**src/rtl/collision_detector_pkg.sv**
```systemverilog
// Shared data types for the obstacle pipeline: obstacle slot layout,
// hitbox geometry defaults and the collision scanner state encoding.
package collision_detector_pkg;

    localparam int NUM_OBSTACLES        = 10;
    localparam int OBSTACLE_WIDTH       = 32;
    localparam int PLAYER_X_DEFAULT     = 128;
    localparam int PLAYER_WIDTH_DEFAULT = 32;

    typedef struct packed {
        logic        active;
        logic [1:0]  lane;
        logic [10:0] position;
        logic [1:0]  sprite_type;
    } obstacle;

    typedef enum logic [1:0] {
        IDLE   = 2'd0,
        SCAN   = 2'd1,
        REPORT = 2'd2,
        DEAD   = 2'd3
    } collision_state_t;

endpackage

```
**src/rtl/collision_detector_hitbox_check.sv**
```systemverilog
// Combinational overlap test of one obstacle slot against the player hitbox.
// Compares run at 12 bits so the 11-bit position can never wrap.
module hitbox_check
    import collision_detector_pkg::*;
#(
    parameter int PLAYER_X     = PLAYER_X_DEFAULT,
    parameter int PLAYER_WIDTH = PLAYER_WIDTH_DEFAULT
) (
    input  obstacle    obs,
    input  logic [1:0] lane,
    input  logic       jump,
    output logic       hit
);

    localparam logic [11:0] X_LO = 12'(PLAYER_X);
    localparam logic [11:0] X_HI = 12'(PLAYER_X + PLAYER_WIDTH + OBSTACLE_WIDTH);

    logic [11:0] pos_ext;
    logic        in_range;
    logic        lane_match;
    logic        jumped_over;
    logic        unused_sprite_lsb;

    assign pos_ext     = {1'b0, obs.position};
    assign in_range    = (pos_ext > X_LO) && (pos_ext < X_HI);
    assign lane_match  = (obs.lane == lane);
    // Only tall sprites (type 2-3) catch an airborne player.
    assign jumped_over = jump && !obs.sprite_type[1];
    assign hit         = obs.active && lane_match && in_range && !jumped_over;

    assign unused_sprite_lsb = obs.sprite_type[0];

endmodule

```
**src/rtl/collision_detector.sv**
```systemverilog
// Per-frame sequential scan of the obstacle slots against the player hitbox,
// with sticky game_over. Optional post-reset invulnerability: COLLISION_INVULN_EN.
//
// state  | meaning
// IDLE   | waiting for frame_trigger
// SCAN   | one slot per cycle, idx 0..9
// REPORT | scan_done (and collision_out) visible for one cycle
// DEAD   | hit reported; frozen until rst_in or game_reset
module collision_detector
    import collision_detector_pkg::*;
#(
    parameter int PLAYER_X      = PLAYER_X_DEFAULT,
    parameter int PLAYER_WIDTH  = PLAYER_WIDTH_DEFAULT,
    parameter int INVULN_FRAMES = 60
) (
    input  logic                         clk_in,
    input  logic                         rst_in,
    input  logic                         game_reset,
    input  logic                         frame_trigger,
    input  obstacle [NUM_OBSTACLES-1:0]  obstacles_in,
    input  logic [1:0]                   player_lane,
    input  logic                         player_jump,
    output logic                         collision_out,
    output logic [3:0]                   hit_index,
    output logic [1:0]                   hit_sprite,
    output logic                         scan_done,
    output logic                         game_over,
    output logic                         frame_overrun
);

    localparam logic [3:0] LAST_IDX = 4'(NUM_OBSTACLES - 1);

    collision_state_t state_q, state_d;
    logic [3:0] idx_q, idx_d;
    logic [1:0] lane_q, lane_d;
    logic       jump_q, jump_d;
    logic       hit_found_q, hit_found_d;
    logic [3:0] scan_idx_q, scan_idx_d;
    logic [1:0] scan_spr_q, scan_spr_d;
    logic       collision_q, collision_d;
    logic       scan_done_q, scan_done_d;
    logic       game_over_q, game_over_d;
    logic       overrun_q, overrun_d;
    logic [3:0] hit_index_q, hit_index_d;
    logic [1:0] hit_sprite_q, hit_sprite_d;

    obstacle    obs_sel;
    logic       hit;
    logic       scan_hit;
    logic       suppress;

`ifdef COLLISION_INVULN_EN
    localparam int INV_W = (INVULN_FRAMES < 2) ? 1 : $clog2(INVULN_FRAMES + 1);
    localparam logic [INV_W-1:0] INV_LOAD = INV_W'(INVULN_FRAMES);

    logic [INV_W-1:0] invuln_cnt_q, invuln_cnt_d;

    assign suppress = (invuln_cnt_q != '0);
`else
    logic [31:0] unused_invuln_frames;

    assign unused_invuln_frames = 32'(INVULN_FRAMES);
    assign suppress             = 1'b0;
`endif

    always_comb begin
        obs_sel = '0;
        for (int i = 0; i < NUM_OBSTACLES; i++) begin
            if (idx_q == 4'(i)) begin
                obs_sel = obstacles_in[i];
            end
        end
    end

    hitbox_check #(
        .PLAYER_X     (PLAYER_X),
        .PLAYER_WIDTH (PLAYER_WIDTH)
    ) u_hitbox_check (
        .obs  (obs_sel),
        .lane (lane_q),
        .jump (jump_q),
        .hit  (hit)
    );

    assign scan_hit = hit_found_q || hit;

    always_comb begin
        state_d      = state_q;
        idx_d        = idx_q;
        lane_d       = lane_q;
        jump_d       = jump_q;
        hit_found_d  = hit_found_q;
        scan_idx_d   = scan_idx_q;
        scan_spr_d   = scan_spr_q;
        collision_d  = 1'b0;
        scan_done_d  = 1'b0;
        game_over_d  = game_over_q;
        overrun_d    = overrun_q;
        hit_index_d  = hit_index_q;
        hit_sprite_d = hit_sprite_q;
`ifdef COLLISION_INVULN_EN
        invuln_cnt_d = invuln_cnt_q;
`endif

        unique case (state_q)
            IDLE: begin
                if (frame_trigger) begin
                    lane_d      = player_lane;
                    jump_d      = player_jump;
                    idx_d       = '0;
                    hit_found_d = 1'b0;
                    state_d     = SCAN;
                end
            end
            SCAN: begin
                if (frame_trigger) begin
                    overrun_d = 1'b1;
                end
                if (hit && !hit_found_q) begin
                    hit_found_d = 1'b1;
                    scan_idx_d  = idx_q;
                    scan_spr_d  = obs_sel.sprite_type;
                end
                // Outputs are registered, so the report is loaded on the
                // last scan cycle to be visible during REPORT.
                if (idx_q == LAST_IDX) begin
                    state_d     = REPORT;
                    scan_done_d = 1'b1;
                    if (scan_hit && !suppress) begin
                        collision_d  = 1'b1;
                        game_over_d  = 1'b1;
                        hit_index_d  = hit_found_q ? scan_idx_q : idx_q;
                        hit_sprite_d = hit_found_q ? scan_spr_q : obs_sel.sprite_type;
                    end
                end else begin
                    idx_d = idx_q + 4'd1;
                end
            end
            REPORT: begin
                if (frame_trigger) begin
                    overrun_d = 1'b1;
                end
`ifdef COLLISION_INVULN_EN
                if (invuln_cnt_q != '0) begin
                    invuln_cnt_d = invuln_cnt_q - 1'b1;
                end
`endif
                state_d = collision_q ? DEAD : IDLE;
            end
            DEAD: begin
                state_d = DEAD;
            end
            default: begin
                state_d = IDLE;
            end
        endcase

        if (game_reset) begin
            state_d      = IDLE;
            idx_d        = '0;
            lane_d       = '0;
            jump_d       = 1'b0;
            hit_found_d  = 1'b0;
            scan_idx_d   = '0;
            scan_spr_d   = '0;
            collision_d  = 1'b0;
            scan_done_d  = 1'b0;
            game_over_d  = 1'b0;
            overrun_d    = 1'b0;
            hit_index_d  = 4'hF;
            hit_sprite_d = '0;
`ifdef COLLISION_INVULN_EN
            invuln_cnt_d = INV_LOAD;
`endif
        end
    end

    always_ff @(posedge clk_in or negedge rst_in) begin
        if (!rst_in) begin
            state_q      <= IDLE;
            idx_q        <= '0;
            lane_q       <= '0;
            jump_q       <= 1'b0;
            hit_found_q  <= 1'b0;
            scan_idx_q   <= '0;
            scan_spr_q   <= '0;
            collision_q  <= 1'b0;
            scan_done_q  <= 1'b0;
            game_over_q  <= 1'b0;
            overrun_q    <= 1'b0;
            hit_index_q  <= 4'hF;
            hit_sprite_q <= '0;
`ifdef COLLISION_INVULN_EN
            invuln_cnt_q <= INV_LOAD;
`endif
        end else begin
            state_q      <= state_d;
            idx_q        <= idx_d;
            lane_q       <= lane_d;
            jump_q       <= jump_d;
            hit_found_q  <= hit_found_d;
            scan_idx_q   <= scan_idx_d;
            scan_spr_q   <= scan_spr_d;
            collision_q  <= collision_d;
            scan_done_q  <= scan_done_d;
            game_over_q  <= game_over_d;
            overrun_q    <= overrun_d;
            hit_index_q  <= hit_index_d;
            hit_sprite_q <= hit_sprite_d;
`ifdef COLLISION_INVULN_EN
            invuln_cnt_q <= invuln_cnt_d;
`endif
        end
    end

    assign collision_out = collision_q;
    assign scan_done     = scan_done_q;
    assign game_over     = game_over_q;
    assign frame_overrun = overrun_q;
    assign hit_index     = hit_index_q;
    assign hit_sprite    = hit_sprite_q;

endmodule

```
**config.mk**
```make
export PLATFORM = sky130hd
export DESIGN_NAME = collision_detector
export DESIGN_NICKNAME = d
export VERILOG_FILES = /design/src/rtl/collision_detector_pkg.sv /design/src/rtl/collision_detector_hitbox_check.sv /design/src/rtl/collision_detector.sv
export SDC_FILE = /design/constraint.sdc
export NUM_CORES = 1
export LEC_CHECK = 0
export ABC_AREA = 1
export BUFFER_PORTS_ARGS = -buffer_cell sky130_fd_sc_hd__buf_2
export CORE_ASPECT_RATIO = 1.2
export CORE_MARGIN = 2
export CORE_UTILIZATION = 31
export DETAILED_ROUTE_END_ITERATION = 6
export GPL_TIMING_DRIVEN = 0
export SYNTH_ARGS = -nofsm -noshare
export SYNTH_HDL_FRONTEND = slang
export SYNTH_SLANG_ARGS = --single-unit
```
**constraint.sdc**
```tcl
create_clock -name clk_in -period 4 [get_ports clk_in]
set_clock_uncertainty 0.15 [all_clocks]
set_input_delay 0.6 -clock clk_in [delete_from_list [all_inputs] [get_ports clk_in]]
set_output_delay 0.6 -clock clk_in [all_outputs]
set_load 0.02 [all_outputs]
```
==> key figures, run 1 <==
Outcome
  – Status: finished clean

Die
  – FP Rows: 39
  – Io pins: 177
  – Die span in x: ~95 um
  – Die area: 10700 um2
  – Core Region: 9560 um2
  – Initial Util: 32.0%
  – Die height: 113 um

Yosys
  – Synthesized flop and latch total: 26
  – Post-Syn Area: 3060 um2
  – Post-Synth Adder-Cell Area: under 10%
  – Synthesized Nets: 722
  – Compound-gate portion of the synthesized area: 8.38%
  – Ys Warns: 0
  – Post-synthesis xor/xnor area fraction: 0%
  – Synth Area in Simple Gates: a little over half
  – Syn_area_per_cell: 5.59 um2
  – Post-synth cell types: 35
  – Dominant combinational cell family by area after synthesis: simple AND/OR/NAND/NOR gates
  – Mux contribution to synthesized area: 0%
  – Mapped Cells: 547
  – Seq/Total Area, Yosys: 21.4%

Global route
  – Largest net degree at the start of global routing: 27
  – Antenna violations before repair: 0
  – First-pass GRT wire length: 17.1 mm
  – GRT Residual Overflow: 0
  – Vias in the first global route: ~3800
  – GR Util All Layers: 19.8%

Critical path
  – Worst-path fanout max: 9
  – Startpoint types: flip-flop
  – FF-to-FF End: scan_idx_q[3]$_DFFE_PN0P_
  – FF-to-FF setup slack: 940 ps
  – Reg2Reg Launch Point: idx_q[1]$_DFFE_PN0P_
  – R2R depth: 20
  – Worst setup EP type: flip-flop
  – Worst endpoint required time: roughly 4000 ps
  – Setup CP Type: flip-flop to flip-flop
  – Crit path arrival time: slightly above 3000 ps

Pwr
  – P per Cell Area: 333 nW/um2
  – Clock power share: 20.9%
  – Static Leak: around 2.5 nW
  – Reg power frac: 23.6%
  – Internal: 0.000789 W
  – VDD IR max: roughly 280 uV
  – Gate power share: a little under three fifths
  – Net Sw Power: 0.000609 W
  – Switch share: 43.5%

Route
  – DRT Pass-1 Iters: 4
  – Vias per cell: 4.67
  – Residual DRC: 0
  – Drt total wl: around 11 mm
  – Initial DRC count: 135
  – Post-DRT Antenna Nets: 0
  – Via count: 3967
  – Per-cell routed wire length: 13.0 um

CTS
  – CTS Buf Count: 3
  – CTS Sinks: 26
  – Post-CTS setup buffers: 0
  – Root buf cell: clkbuf_16
  – Clock-pin slew on the worst setup and hold paths: 70 ps
  – Clk Latency, worst-skew pair: 260 ps
  – H-tree depth: 1
  – Resize count post-CTS: 0
  – CTS tree: done
  – Clock buffer depth: 2
  – Hold-fix buffers, CTS: 0

Timing
  – RSZ-0062 raised after global routing: no
  – Setup violations, final: 0
  – Setup_tns: 0 ps
  – Setup WS post-layout: 938 ps
  – Final min period: between 3000 and 4000 ps
  – Max-slew headroom: roughly three fifths
  – WHS: 189 ps
  – Count of final hold-check violations: 0
  – Ratio of final minimum period to clock period: between 70% and 80%
  – F_max: ~0.33 GHz
  – Worst Tran Pin Value: 586 ps
  – Max Slew Vio Count: 0

Layout
  – Commonest non-fill, non-tap cell in the layout: nand2_1
  – Final nets: between 900 and 1000
  – Final Non-Filler Cells: 850
  – Syn-to-layout area delta: 37.3%
  – Ant. Diodes: 0
  – Commonest cells after routing, fill and taps aside: nand2_1 (202), buf_2 (184), nor2_1 (70)
  – Share of layout cells above drive strength 1: 31.4%
  – Design Area, Final: 4200 um2
  – Fillers: 1089

Hold path
  – Hold Crit Class: primary input to asynchronous set/reset pin

Place
  – Pre-CTS setup slack: 928 ps
  – Dpl hpwl: approximately 9.2 mm
  – Port bufs: 176
  – Dpl cells: 846
  – Placed inst area: 4090 um2
  – Global placer's final weighted congestion: 0.924

Flow run
  – MaxCap Viol Count: 0
==> stage by stage <==
stage / utilization (%) / power [W]
after global routing: 43.9 / 0.00153
after global placement: 42.8 / 0.00110
after floorplan: - / 0.000840
after detailed placement: 42.8 / 0.00111
final: 43.9 / 0.00140
after CTS: 43.9 / 0.00141
==> worst max-delay path by stage <==
stage / from / to / slack [ps] / cells past startpoint
2_1_floorplan: idx_q[1]$_DFFE_PN0P_ / scan_idx_q[0]$_DFFE_PN0P_ / 1500 / 22
3_5_place_dp: idx_q[1]$_DFFE_PN0P_ / scan_idx_q[3]$_DFFE_PN0P_ / 930 / 20
4_1_cts: idx_q[1]$_DFFE_PN0P_ / scan_idx_q[3]$_DFFE_PN0P_ / 920 / 20
6_report: idx_q[1]$_DFFE_PN0P_ / scan_idx_q[3]$_DFFE_PN0P_ / 940 / 20
3_3_place_gp: idx_q[1]$_DFFE_PN0P_ / scan_idx_q[3]$_DFFE_PN0P_ / 970 / 22
5_1_grt: idx_q[1]$_DFFE_PN0P_ / hit_index[2]$_DFFE_PN1P_ / 640 / 23
==> cells in the mapped netlist <==
cell type / number / share of area [%]
a21oi_1: 13 / 2.1
a31oi_1: 1 / 0.20
buf_1: 1 / 0.12
buf_2: 8 / 1.3
buf_4: 3 / 0.74
buf_6: 4 / 1.5
clkbuf_1: 3 / 0.37
dfrtp_1: 22 / 18
dfstp_2: 4 / 3.4
ha_1: 8 / 3.3
inv_1: 67 / 8.2
inv_2: 7 / 0.86
nand2_1: 202 / 25
nand2_2: 2 / 0.41
nand2_4: 4 / 1.5
nand3_1: 54 / 8.8
nand3_2: 1 / 0.33
nand3b_1: 5 / 1.2
nand4_1: 11 / 2.2
nor2_1: 70 / 8.6
nor2_2: 3 / 0.61
nor2_4: 1 / 0.37
nor2_8: 1 / 0.65
nor3_1: 4 / 0.65
nor3_4: 1 / 0.53
nor3b_1: 1 / 0.25
nor4_1: 3 / 0.61
o211ai_1: 5 / 1.2
o21ai_0: 22 / 3.6
o21ai_1: 1 / 0.16
o21ai_2: 1 / 0.29
o22ai_1: 1 / 0.20
o311ai_0: 2 / 0.57
or2_0: 3 / 0.61
or2_2: 8 / 1.6
==> critical path, stage by stage, from the launching register on <==
cell	delay (ps)
dfrtp_1	430
inv_1	130
ha_1	160
buf_2	200
inv_2	140
nor2_2	360
nand2_1	100
nand3_1	90
nand2_1	70
nand2_1	110
a21oi_1	80
nor2_1	100
nor2_1	40
a21oi_1	120
nand2_1	100
nand2_2	80
nand4_1	110
nand2_2	160
inv_2	90
nand2_1	70
nand2_1	60
==> layout make-up <==
cell class | instances | area [um2] | share of cell area [%]
multi-input cells | 428 | 2000 | 47.7
repair buffers | 176 | 881 | 21.0
flip-flops and latches | 26 | 656 | 15.6
inverters | 74 | 278 | 6.62
well taps | 123 | 154 | 3.67
plain buffers | 19 | 123 | 2.92
clock buffers | 3 | 75.1 | 1.79
clock inverters | 1 | 30.0 | 0.715
==> cells by family after synthesis <==
group	count (synthesis)
and+or+nand+nor	374
buffers and inverters	93
DFF	26
AOI/OAI and AO/OA	46
adders and majority gates	8
==> metal layers <==
layer / vias up / global-route usage, % / wire, um
li1: 2071 / - / -
met2: 138 / 38.6 / 5620
met3: 13 / 2.26 / 884
met5: - / 0 / 0
met4: 0 / 4.54 / 169
met1: 1745 / 22.3 / 4350
==> registers in the layout (all words and copies together), names as in the netlist <==
register,count
jump_q,1
collision_out,1
lane_q,2
scan_done,1
frame_overrun,1
hit_sprite,2
state_q,2
idx_q,4
game_over,1
hit_found_q,1
scan_idx_q,4
hit_index,4
scan_spr_q,2
==> power by group through the flow <==
| stage | sequential (W) | combinational (W) | clock (W) |
|---|---|---|---|
| global route | 0.000336 | 0.000889 | 0.000305 |
| detailed placement | 0.000335 | 0.000779 | 0 |
| floorplan | 0.000339 | 0.000501 | 0 |
| CTS | 0.000330 | 0.000784 | 0.000296 |
| global placement | 0.000332 | 0.000767 | 0 |
| finish | 0.000330 | 0.000776 | 0.000292 |
Power figures use the tool's default switching activity.
==> inputs of run 2 (changes only) <==
ABC_AREA = 0   (was 1)
clock period = 2.45 ns   (was 4 ns; I/O delays follow)
==> run 2 against run 1 <==
The flow now finishes with violations (setup timing). Sequential power rose by 61%. Global-route usage rose by 4.6 points. Final area grew 11%. Count of clock-buffer cells in the layout grew 1. Flip-flop and latch count did not move. Critical path depth decreased by 8. Register-to-register slack worse by 1600 ps. Total power rose by 77%. Utilization rose by 2.9 points. Sequential share of layout area down 1.5 points. Critical path type unchanged. Largest power group unchanged.
==> key figures, run 2 <==
Outcome
  – Status: finished, violations left
  – Failing checks: setup timing

Critical path
  – Crit path arrival time: a little over 3000 ps
  – Slowest-stage cell, CP: dfrtp_2
  – Critical-path cell list: inv_4 > ha_4 > buf_6 > nand3b_1 > a221o_1 > a311o_1 > a311o_1 > a21oi_2 > o311a_4 > buf_8 > a211oi_4 > a221o_1
  – Crit path largest cell delay: 460 ps
  – Startpoint types: flip-flop
  – R2R depth: 12
  – Worst-path fanout max: 8
  – Worst setup EP type: flip-flop
  – Reg2Reg Launch Point: idx_q[1]$_DFFE_PN0P_
  – FF-to-FF setup slack: -660 ps
  – FF-to-FF End: hit_sprite[0]$_DFFE_PN0P_
  – Setup CP Type: flip-flop to flip-flop
  – Worst endpoint required time: 2450 ps

Global route
  – Antenna violations before repair: 0
  – First-pass GRT wire length: ~20 mm
  – Largest net degree at the start of global routing: 27
  – GRT Residual Overflow: 0
  – GR Util All Layers: between 20% and 30%
  – Vias in the first global route: 3918

Route
  – Routed length on met3: 1.13 mm
  – Vias per cell: 5.65
  – Top routing layer used: met4
  – Per-cell routed wire length: 19.3 um
  – Drt total wl: 14.2 mm
  – Initial DRC count: around 190
  – Post-DRT Antenna Nets: 0
  – DRT Pass-1 Iters: 5
  – M1 wire length: 5.45 mm
  – Metal2 WL: 7.23 mm
  – Via count: 4155
  – Residual DRC: 0

Layout
  – Syn-to-layout area delta: 47.9%
  – Commonest cells after routing, fill and taps aside: buf_2 (184), a21oi_1 (41), nand2_1 (33)
  – Final cell utilization of the core: 46.8%
  – Final nets: 786
  – Share of layout cells above drive strength 1: 48.2%
  – Ant. Diodes: 0
  – Commonest non-fill, non-tap cell in the layout: buf_2
  – Fillers: between 1000 and 1500

Yosys
  – Post-synth cell types: 78
  – Synth top area share: 17.4%
  – Mapped Cells: 409
  – Post-synth EDFFs: 0
  – Top post-synthesis cells by count: a21oi_1 (41), nand2_1 (33), nor2_1 (33)
  – Post-Syn Area: ~3200 um2
  – Count leader, synth: a21oi_1
  – Synth area leader: dfrtp_1
  – Primary FF master, synth: dfrtp_1
  – Top area cells in the synthesized netlist: dfrtp_1 (17%), a21oi_1 (6.5%), nand2_1 (3.9%)
  – Synthesized flop and latch total: 26
  – Ys Warns: 0
  – Synthesized Nets: slightly below 600
  – FFs w/ async S/R, synth: 100%
  – Seq/Total Area, Yosys: 20.8%
  – Syn_area_per_cell: 7.72 um2

CTS
  – Clk Latency, worst-skew pair: 270 ps
  – Root buf cell: clkbuf_16
  – H-tree depth: 1
  – CTS tree: done
  – Clock buffer depth: 2
  – CTS Buf Count: 3
  – CTS Sinks: 26
  – Clock-pin slew on the worst setup and hold paths: 70 ps

Pwr
  – VDD IR max: 365 uV
  – P per Cell Area: 532 nW/um2
  – Static Leak: 2.11 nW

Die
  – Die height: between 100 and 150 um
  – Initial Util: 31.7%
  – Die area: 11000 um2
  – FP Rows: 40
  – Io pins: 177
  – Die span in x: 96.1 um
  – Core Region: 9960 um2

Timing
  – WHS: 214 ps
  – Count of final hold-check violations: 0
  – Ratio of final minimum period to clock period: 127%
  – Setup_tns: -8750 ps
  – Setup WS post-layout: -661 ps
  – Setup violations, final: 15
  – Max-slew headroom: 51.1%
  – F_max: 0.321 GHz
  – Final min period: 3110 ps
  – Max Slew Vio Count: 0
  – RSZ-0062 raised after global routing: yes
  – Worst Tran Pin Value: 727 ps

Hold path
  – Hold Path Stages: 3
  – Hold Crit Class: primary input to flip-flop
  – Hold Crit Endpoint: lane_q[1]$_DFFE_PN0P_
  – Hold Crit Start: player_lane[1]

Place
  – Pre-CTS setup slack: -1050 ps
  – Port bufs: 175
  – Global placer's final weighted congestion: 0.942
  – Dpl hpwl: 11.1 mm

Flow run
  – MaxCap Viol Count: 0
## run 2: per-layer routing
layer	vias to the layer above	global-route usage, %
li1	1947	-
met4	0	9.24
met3	29	2.63
met2	231	43.8
met5	-	0
met1	1948	29.1
## run 2: per-stage QoR
step           std cells  area [um2]  power (W)
2_1_floorplan        409        3240    0.00147
6_report             736        4670    0.00248
5_1_grt              736        4670    0.00263
3_3_place_gp         710        4280    0.00191
3_5_place_dp         710        4280    0.00192
4_1_cts              730        4550    0.00241
## run 2: worst max path at each step
stage                          from                         to  depth (start not counted)
6_report       idx_q[1]$_DFFE_PN0P_  hit_sprite[0]$_DFFE_PN0P_                         12
5_1_grt        idx_q[1]$_DFFE_PN0P_  hit_sprite[0]$_DFFE_PN0P_                         13
4_1_cts        idx_q[1]$_DFFE_PN0P_  hit_sprite[0]$_DFFE_PN0P_                         12
3_5_place_dp   idx_q[1]$_DFFE_PN0P_  hit_sprite[0]$_DFFE_PN0P_                         13
3_3_place_gp   idx_q[1]$_DFFE_PN0P_  hit_sprite[0]$_DFFE_PN0P_                         12
2_1_floorplan  idx_q[0]$_DFFE_PN0P_  hit_sprite[0]$_DFFE_PN0P_                         11
## run 2: cell families (layout without fill, tap and decap cells)
group	Yosys count	count (layout)	share of synthesized area, %
simple gates	152	152	27.5
buf+inv	57	258	9.91
xor+xnor	2	2	0.555
mux	1	1	0.317
fa+ha+maj	8	8	3.17
flops	26	26	20.8
compound gates	163	163	37.7
## run 2: worst max-delay path, delay by kind of cell, from the launching register on
family | cells | cell delay, ps
AO/OA/AOI/OAI | 7 | 1760
flip-flops | 1 | 460
buffers and inverters | 3 | 390
adder cells (fa/ha/maj) | 1 | 160
AND/OR/NAND/NOR | 1 | 80
## run 2: layout make-up
| cell class | count | area, um2 | share of cell area [%] |
|---|---|---|---|
| buffer | 32 | 244 | 5.23 |
| clock buffer | 4 | 88.8 | 1.90 |
| inverter | 23 | 93.8 | 2.01 |
| multi-input combinational | 326 | 2360 | 50.6 |
| sequential | 26 | 658 | 14.1 |
| tap | 126 | 158 | 3.38 |
| timing repair buffer | 199 | 1060 | 22.8 |
## run 2: what timing repair did
item,4_1_cts,5_1_grt
hold endpoints to repair,22,0
setup endpoints to repair,20,19
cloned,1,0
hold buffers,1,0
pin swaps,10,6
resized for setup,17,13
setup buffers,16,6
## run 2: where the power goes
group          internal, W  total, W  switching, W  leakage (nW)
registers         0.000478  0.000532     0.0000540         0.342
logic             0.000682   0.00154      0.000859          1.72
clock network     0.000251  0.000408      0.000157        0.0442
